### src/rtl/alpaca_ospfb_utils_pkg.sv
// Shared types and defaults for the oversampled PFB datapath.
// Frame geometry defaults, pointer width and phase-compensation FSM states.
package alpaca_ospfb_utils_pkg;

    localparam int FFT_LEN_DEFAULT = 64;
    localparam int DEC_FAC_DEFAULT = 48;
    localparam int WIDTH_DEFAULT   = 16;

    localparam int PTR_W = $clog2(FFT_LEN_DEFAULT);

    typedef enum logic {
        FILL,
        RUN
    } phasecomp_state_t;

endpackage

### src/rtl/phasecomp_buf_pingpong_ram.sv
// Two-bank simple dual-port RAM, address = {bank, ptr}.
// One-cycle registered read; read register clears on reset.
module pingpong_ram
    import alpaca_ospfb_utils_pkg::*;
#(
    parameter int AW    = PTR_W,
    parameter int WIDTH = WIDTH_DEFAULT
) (
    input  logic             clk,
    input  logic             rst,
    input  logic             we,
    input  logic [AW:0]      waddr,
    input  logic [WIDTH-1:0] wdata,
    input  logic             re,
    input  logic [AW:0]      raddr,
    output logic [WIDTH-1:0] rdata
);

    logic [WIDTH-1:0] mem [2**(AW+1)];

    // Write port: storage array has no reset
    always_ff @(posedge clk) begin
        if (we) mem[waddr] <= wdata;
    end

    // Read port: registered, holds its value when not reading
    always_ff @(posedge clk or negedge rst) begin
        if (!rst) begin
            rdata <= '0;
        end else if (re) begin
            rdata <= mem[raddr];
        end
    end

endmodule

### src/rtl/phasecomp_buf.sv
// Phase-compensation ping-pong buffer between polyphase FIR and FFT.
// Optional debug port/assertion enabled by `PHASECOMP_DBG_EN.
module phasecomp_buf
    import alpaca_ospfb_utils_pkg::*;
#(
    parameter int FFT_LEN = FFT_LEN_DEFAULT,
    parameter int DEC_FAC = DEC_FAC_DEFAULT,
    parameter int WIDTH   = WIDTH_DEFAULT
) (
    input  logic                       clk,
    input  logic                       rst,
    input  logic                       en,
    input  logic [WIDTH-1:0]           din,
    output logic [WIDTH-1:0]           dout,
    output logic                       dout_vld,
    output logic                       dout_sof
`ifdef PHASECOMP_DBG_EN
    ,
    output logic [$clog2(FFT_LEN)-1:0] shift_dbg
`endif
);

    localparam int AW = $clog2(FFT_LEN);
    localparam logic [AW:0]   M_W  = (AW+1)'(FFT_LEN);
    localparam logic [AW:0]   D_W  = (AW+1)'(DEC_FAC);
    localparam logic [AW-1:0] LAST = AW'(FFT_LEN - 1);

    phasecomp_state_t state;
    phasecomp_state_t state_nxt;

    logic [AW-1:0] wr_ptr;
    logic [AW-1:0] rd_ctr;
    logic [AW-1:0] shift;
    logic          wr_bank;
    logic          wrap;
    logic          rd_go;
    logic [AW:0]   shift_sum;
    logic [AW:0]   shift_fix;
    logic [AW:0]   rd_sum;
    logic [AW:0]   rd_fix;

    assign wrap  = en && (wr_ptr == LAST);
    assign rd_go = en && (state == RUN);

    // Sums kept one bit wide so a non-dividing decimation wraps correctly
    assign shift_sum = {1'b0, shift} + D_W;
    assign shift_fix = (shift_sum >= M_W) ? shift_sum - M_W : shift_sum;
    assign rd_sum    = {1'b0, rd_ctr} + {1'b0, shift};
    assign rd_fix    = (rd_sum >= M_W) ? rd_sum - M_W : rd_sum;

    // FSM next state: leave FILL once the first frame is captured
    always_comb begin
        state_nxt = state;
        unique case (state)
            FILL:    if (wrap) state_nxt = RUN;
            RUN:     state_nxt = RUN;
            default: state_nxt = FILL;
        endcase
    end

    // FSM state register
    always_ff @(posedge clk or negedge rst) begin
        if (!rst) state <= FILL;
        else      state <= state_nxt;
    end

    // Pointers, bank select and rotation accumulator
    always_ff @(posedge clk or negedge rst) begin
        if (!rst) begin
            wr_ptr  <= '0;
            rd_ctr  <= '0;
            wr_bank <= 1'b0;
            shift   <= '0;
        end else if (en) begin
            wr_ptr <= wrap ? '0 : wr_ptr + 1'b1;
            if (wrap) wr_bank <= ~wr_bank;
            if (state == RUN) begin
                rd_ctr <= wrap ? '0 : rd_ctr + 1'b1;
                if (wrap) shift <= shift_fix[AW-1:0];
            end
        end
    end

    pingpong_ram #(
        .AW    (AW),
        .WIDTH (WIDTH)
    ) u_ram (
        .clk   (clk),
        .rst   (rst),
        .we    (en),
        .waddr ({wr_bank, wr_ptr}),
        .wdata (din),
        .re    (rd_go),
        .raddr ({~wr_bank, rd_fix[AW-1:0]}),
        .rdata (dout)
    );

    // Output strobes aligned with the registered read
    always_ff @(posedge clk or negedge rst) begin
        if (!rst) begin
            dout_vld <= 1'b0;
            dout_sof <= 1'b0;
        end else begin
            dout_vld <= rd_go;
            dout_sof <= rd_go && (rd_ctr == '0);
        end
    end

`ifdef PHASECOMP_DBG_EN
    // Rotation applied to the read now on dout
    always_ff @(posedge clk or negedge rst) begin
        if (!rst)       shift_dbg <= '0;
        else if (rd_go) shift_dbg <= shift;
    end

    shift_in_range: assert property (
        @(posedge clk) disable iff (!rst) ({1'b0, shift} < M_W)
    );
`endif

endmodule

### config.mk
export PLATFORM = sky130hd
export DESIGN_NAME = phasecomp_buf
export DESIGN_NICKNAME = d
export VERILOG_FILES = /design/src/rtl/alpaca_ospfb_utils_pkg.sv /design/src/rtl/phasecomp_buf_pingpong_ram.sv /design/src/rtl/phasecomp_buf.sv
export SDC_FILE = /design/constraint.sdc
export NUM_CORES = 2
export LEC_CHECK = 0
export CAP_MARGIN = 20
export CELL_PAD_IN_SITES_DETAIL_PLACEMENT = 2
export CELL_PAD_IN_SITES_GLOBAL_PLACEMENT = 2
export CORE_MARGIN = 2
export CORE_UTILIZATION = 48
export CTS_CLUSTER_SIZE = 25
export DETAILED_ROUTE_END_ITERATION = 7
export PLACE_DENSITY_LB_ADDON = 0.1
export SYNTH_ARGS = -nofsm -noshare
export SYNTH_HDL_FRONTEND = slang
export SYNTH_SLANG_ARGS = --single-unit
### constraint.sdc
create_clock -name clk -period 3.5 [get_ports clk]
set_input_delay 1.05 -clock clk [delete_from_list [all_inputs] [get_ports clk]]
set_output_delay 1.05 -clock clk [all_outputs]
set_load 0.005 [all_outputs]
==> impl_metrics.toml <==
[outcome]
outcome = "finished with violations"
violations = "setup timing"

[timing]
period_minus_slack_ns = 3.51
maxSlewViolCount = 0
min_period_over_period_pct = 100
clock_skew_ns = 0.0244
hold_viol = 0
worst_slack_ns = -0.00678
relSlewSlack_pct = 22.9
rsz0062_at_grt = "false"
fmax_ghz = 0.285
finalSetupViolations = 1
tightest_slew_ns = 1.16

[clock_network]
cts_max_path_buffers = 3
htree_levels = 4
clkTransAtPathRegs_ns = 0.07
numCtsBuffers = 213
cts_tree = "yes"
root_buffer = "clkbuf_16"
clock_latency_ns = 0.88
hold_buffers = 0
cts.sinks = 2082

[job]
maxCapViolCount = 0

[detailed_routing]
drtIter0Drc = 6082
wl_per_cell_um = 44.5
ant_nets = 0
vias_per_cell = 6.73
vias = 45900
drt-total-wl_um = 304000
drtPass1Iterations = 8
drc_errors = 0

[synth]
synth_most_common_cell = "edfxtp_1"
synthCells = 3959
synth_area_mm2 = 0.0813
synth.avg_cell_area_um2 = 20.5
synth_top_cell_by_area = "edfxtp_1"
yosys-top-cells-area = "edfxtp_1 (76%), mux4_2 (8.9%), mux2i_1 (4.5%)"
synthTopCellsByCount = "edfxtp_1 (2048), mux2i_1 (366), mux4_2 (320)"
synthFlopType = "edfxtp_1"
synth_top_area_share_pct = 75.7
synth.distinct_cells = 72
syn_nets = 3982
synth-seq-cells = 2082
yosysWarningCount = 0
async_flop_share_pct = 1.63
synth_edf_count = 2048
seq_area_frac_synth_pct = 76.7

[setup_path]
r2r_start = "rd_ctr[2]$_DFFE_PN0P_"
r2r_end = "u_ram.rdata[3]$_DFFE_PN0P_"
critPathLaunch = "rd_ctr[2]$_DFFE_PN0P_"
worst_r2r_path_depth = 9
start_kind = "flop"
critPathSlowestCell = "nor3_1"
crit_required_ns = 4.24
crit_type = "flop to flop"
worstPathCellList = "buf_4 -> or3_1 -> buf_4 -> o22ai_1 -> nor3_1 -> a31oi_1 -> a31oi_1 -> buf_4 -> o31ai_1"
crit_path_frequent_cell = "buf_4"
endpoint = "u_ram.rdata[3]$_DFFE_PN0P_"
rrSetupSlack_ns = -0.007
crit_path_max_fanout = 13
cpPeakStageDelay_ns = 0.66
end_kind = "flop"
cp.arrival_ns = 4.24

[floorplan]
die_y_um = 416
die-area_mm2 = 0.173
fp.coreArea_mm2 = 0.169
start_util_pct = 48.2
die_w_um = 416
num_rows = 151
ios = 37

[final_layout]
instances_no_fill = 6822
drive_gt1_share_pct = 26.3
post-route-util_pct = 56.3
area_delta_synth_final_pct = 16.9
layout.nets = 4451
design_area_mm2 = 0.0950

[placed_design]
port_buffers = 36
dpl_worst_slack_ns = -0.109
dpl.cell_count = 6430
hpwlAfterDp_um = 186000
place.gp.congestion = 0.867
place_area_mm2 = 0.0879

[global_route]
antenna_found_initial = 12
grt_pass1_vias = 48600
grt-ovfl-total = 0
grt_pass1_wl_um = 416000
grtUsageTotal_pct = 35.2
grt_start_max_net_pins = 129

[pwr]
vdd_ir_drop_max_mv = 0.674
power.density_mw_per_mm2 = 647
p_leak_nw = 31.2

[min_path]
hp-class = "input pin to asynchronous set/reset pin"
worst max-delay path, delay by kind of cell (launching register included):
| family | cells | cell delay, ns |
|---|---|---|
| simple gates | 2 | 1.05 |
| buf+inv | 3 | 0.81 |
| compound gates | 4 | 0.92 |
| flops | 1 | 0.57 |
worst min path at each step:
stage / start / to / depth (start not counted)
after floorplan: state$_DFF_PN0_ / state$_DFF_PN0_ / 1
final: rst / dout_sof$_DFF_PN0_ / 1
after CTS: rst / dout_sof$_DFF_PN0_ / 1
after global routing: rst / dout_sof$_DFF_PN0_ / 1
after detailed placement: state$_DFF_PN0_ / state$_DFF_PN0_ / 1
after global placement: state$_DFF_PN0_ / state$_DFF_PN0_ / 1
metal layers:
metal	share of wire, %	global-route usage, %	routed length (um)
met1	37	45.1	113000
met2	49	57.7	148000
met4	5.9	18.0	18000
met5	0.0043	0	13
met3	7.9	6.58	24100
area by class of cell:
type | count | area (um^2)
Clock inverter | 137 | 1440
Multi-Input combinational cell | 1634 | 17200
Tap cell | 2218 | 2780
Timing Repair Buffer | 491 | 5580
Clock buffer | 252 | 5610
Antenna cell | 2 | 5.00
Inverter | 6 | 23.8
Sequential cell | 2082 | 62400
Fill cell | 13800 | 73700
cells in the final DEF, fill, tap and decap left out, types with 13 or more instances in the layout:
| cell type | Yosys | layout |
|---|---|---|
| mux2_2 | 35 | 35 |
| nor2_1 | 163 | 135 |
| clkinv_1 | 1 | 51 |
| o22ai_1 | 98 | 98 |
| a22oi_1 | 19 | 18 |
| a211oi_1 | 39 | 39 |
| o21ai_0 | 39 | 39 |
| clkinv_2 | 0 | 41 |
| clkdlybuf4s50_1 | 0 | 19 |
| nor2_2 | 0 | 26 |
| nand3_1 | 19 | 19 |
| buf_12 | 13 | 147 |
| a211o_1 | 13 | 13 |
| mux2i_1 | 366 | 366 |
| a21oi_1 | 66 | 66 |
| mux4_1 | 13 | 13 |
| clkbuf_1 | 63 | 32 |
| dfrtp_1 | 34 | 30 |
| mux4_2 | 320 | 320 |
| clkbuf_16 | 0 | 219 |
| o221ai_1 | 50 | 50 |
| edfxtp_1 | 2048 | 2048 |
| a221oi_1 | 34 | 33 |
| nand2_1 | 145 | 144 |
| bufinv_16 | 0 | 29 |
| buf_4 | 37 | 322 |
| a22o_1 | 15 | 15 |
kinds of logic after synthesis:
family | synth area share (%)
buf+inv | 2.35
compound gates | 4.35
simple gates | 2.15
xor+xnor | 0.103
flops | 76.7
mux | 14.3
fa+ha+maj | 0.0616
sequential cells by signal (all words and copies together), names as in the netlist:
name and cells:
u_ram.rdata 16, state 1, dout_vld 1, u_ram.mem 2048
dout_sof 1, wr_ptr 6, shift 2, rd_ctr 6
wr_bank 1
what timing repair did:
item | 4_1_cts | 5_1_grt
gates resized for setup | 2 | 6
pin swaps | 1 | 1
endpoints found under the hold margin | 0 | 0
setup endpoints to repair | 3 | 3
setup buffers | 0 | 1
metrics by stage:
step | hold WS (ns) | total power, mW | setup TNS [ns]
after floorplan | 0.440 | 33.7 | 0
after global placement | 0.478 | 37.6 | -0.0573
after detailed placement | 0.489 | 37.9 | -0.109
after CTS | 0.261 | 61.5 | 0
after global routing | 0.296 | 62.6 | 0
final | 0.278 | 61.5 | -0.00678
power by group:
group | switching [mW] | internal, mW
logic | 5.81 | 3.46
registers | 0.548 | 27.9
clock network | 10.2 | 13.5
total | 16.6 | 44.9
Power figures use the tool's default switching activity.
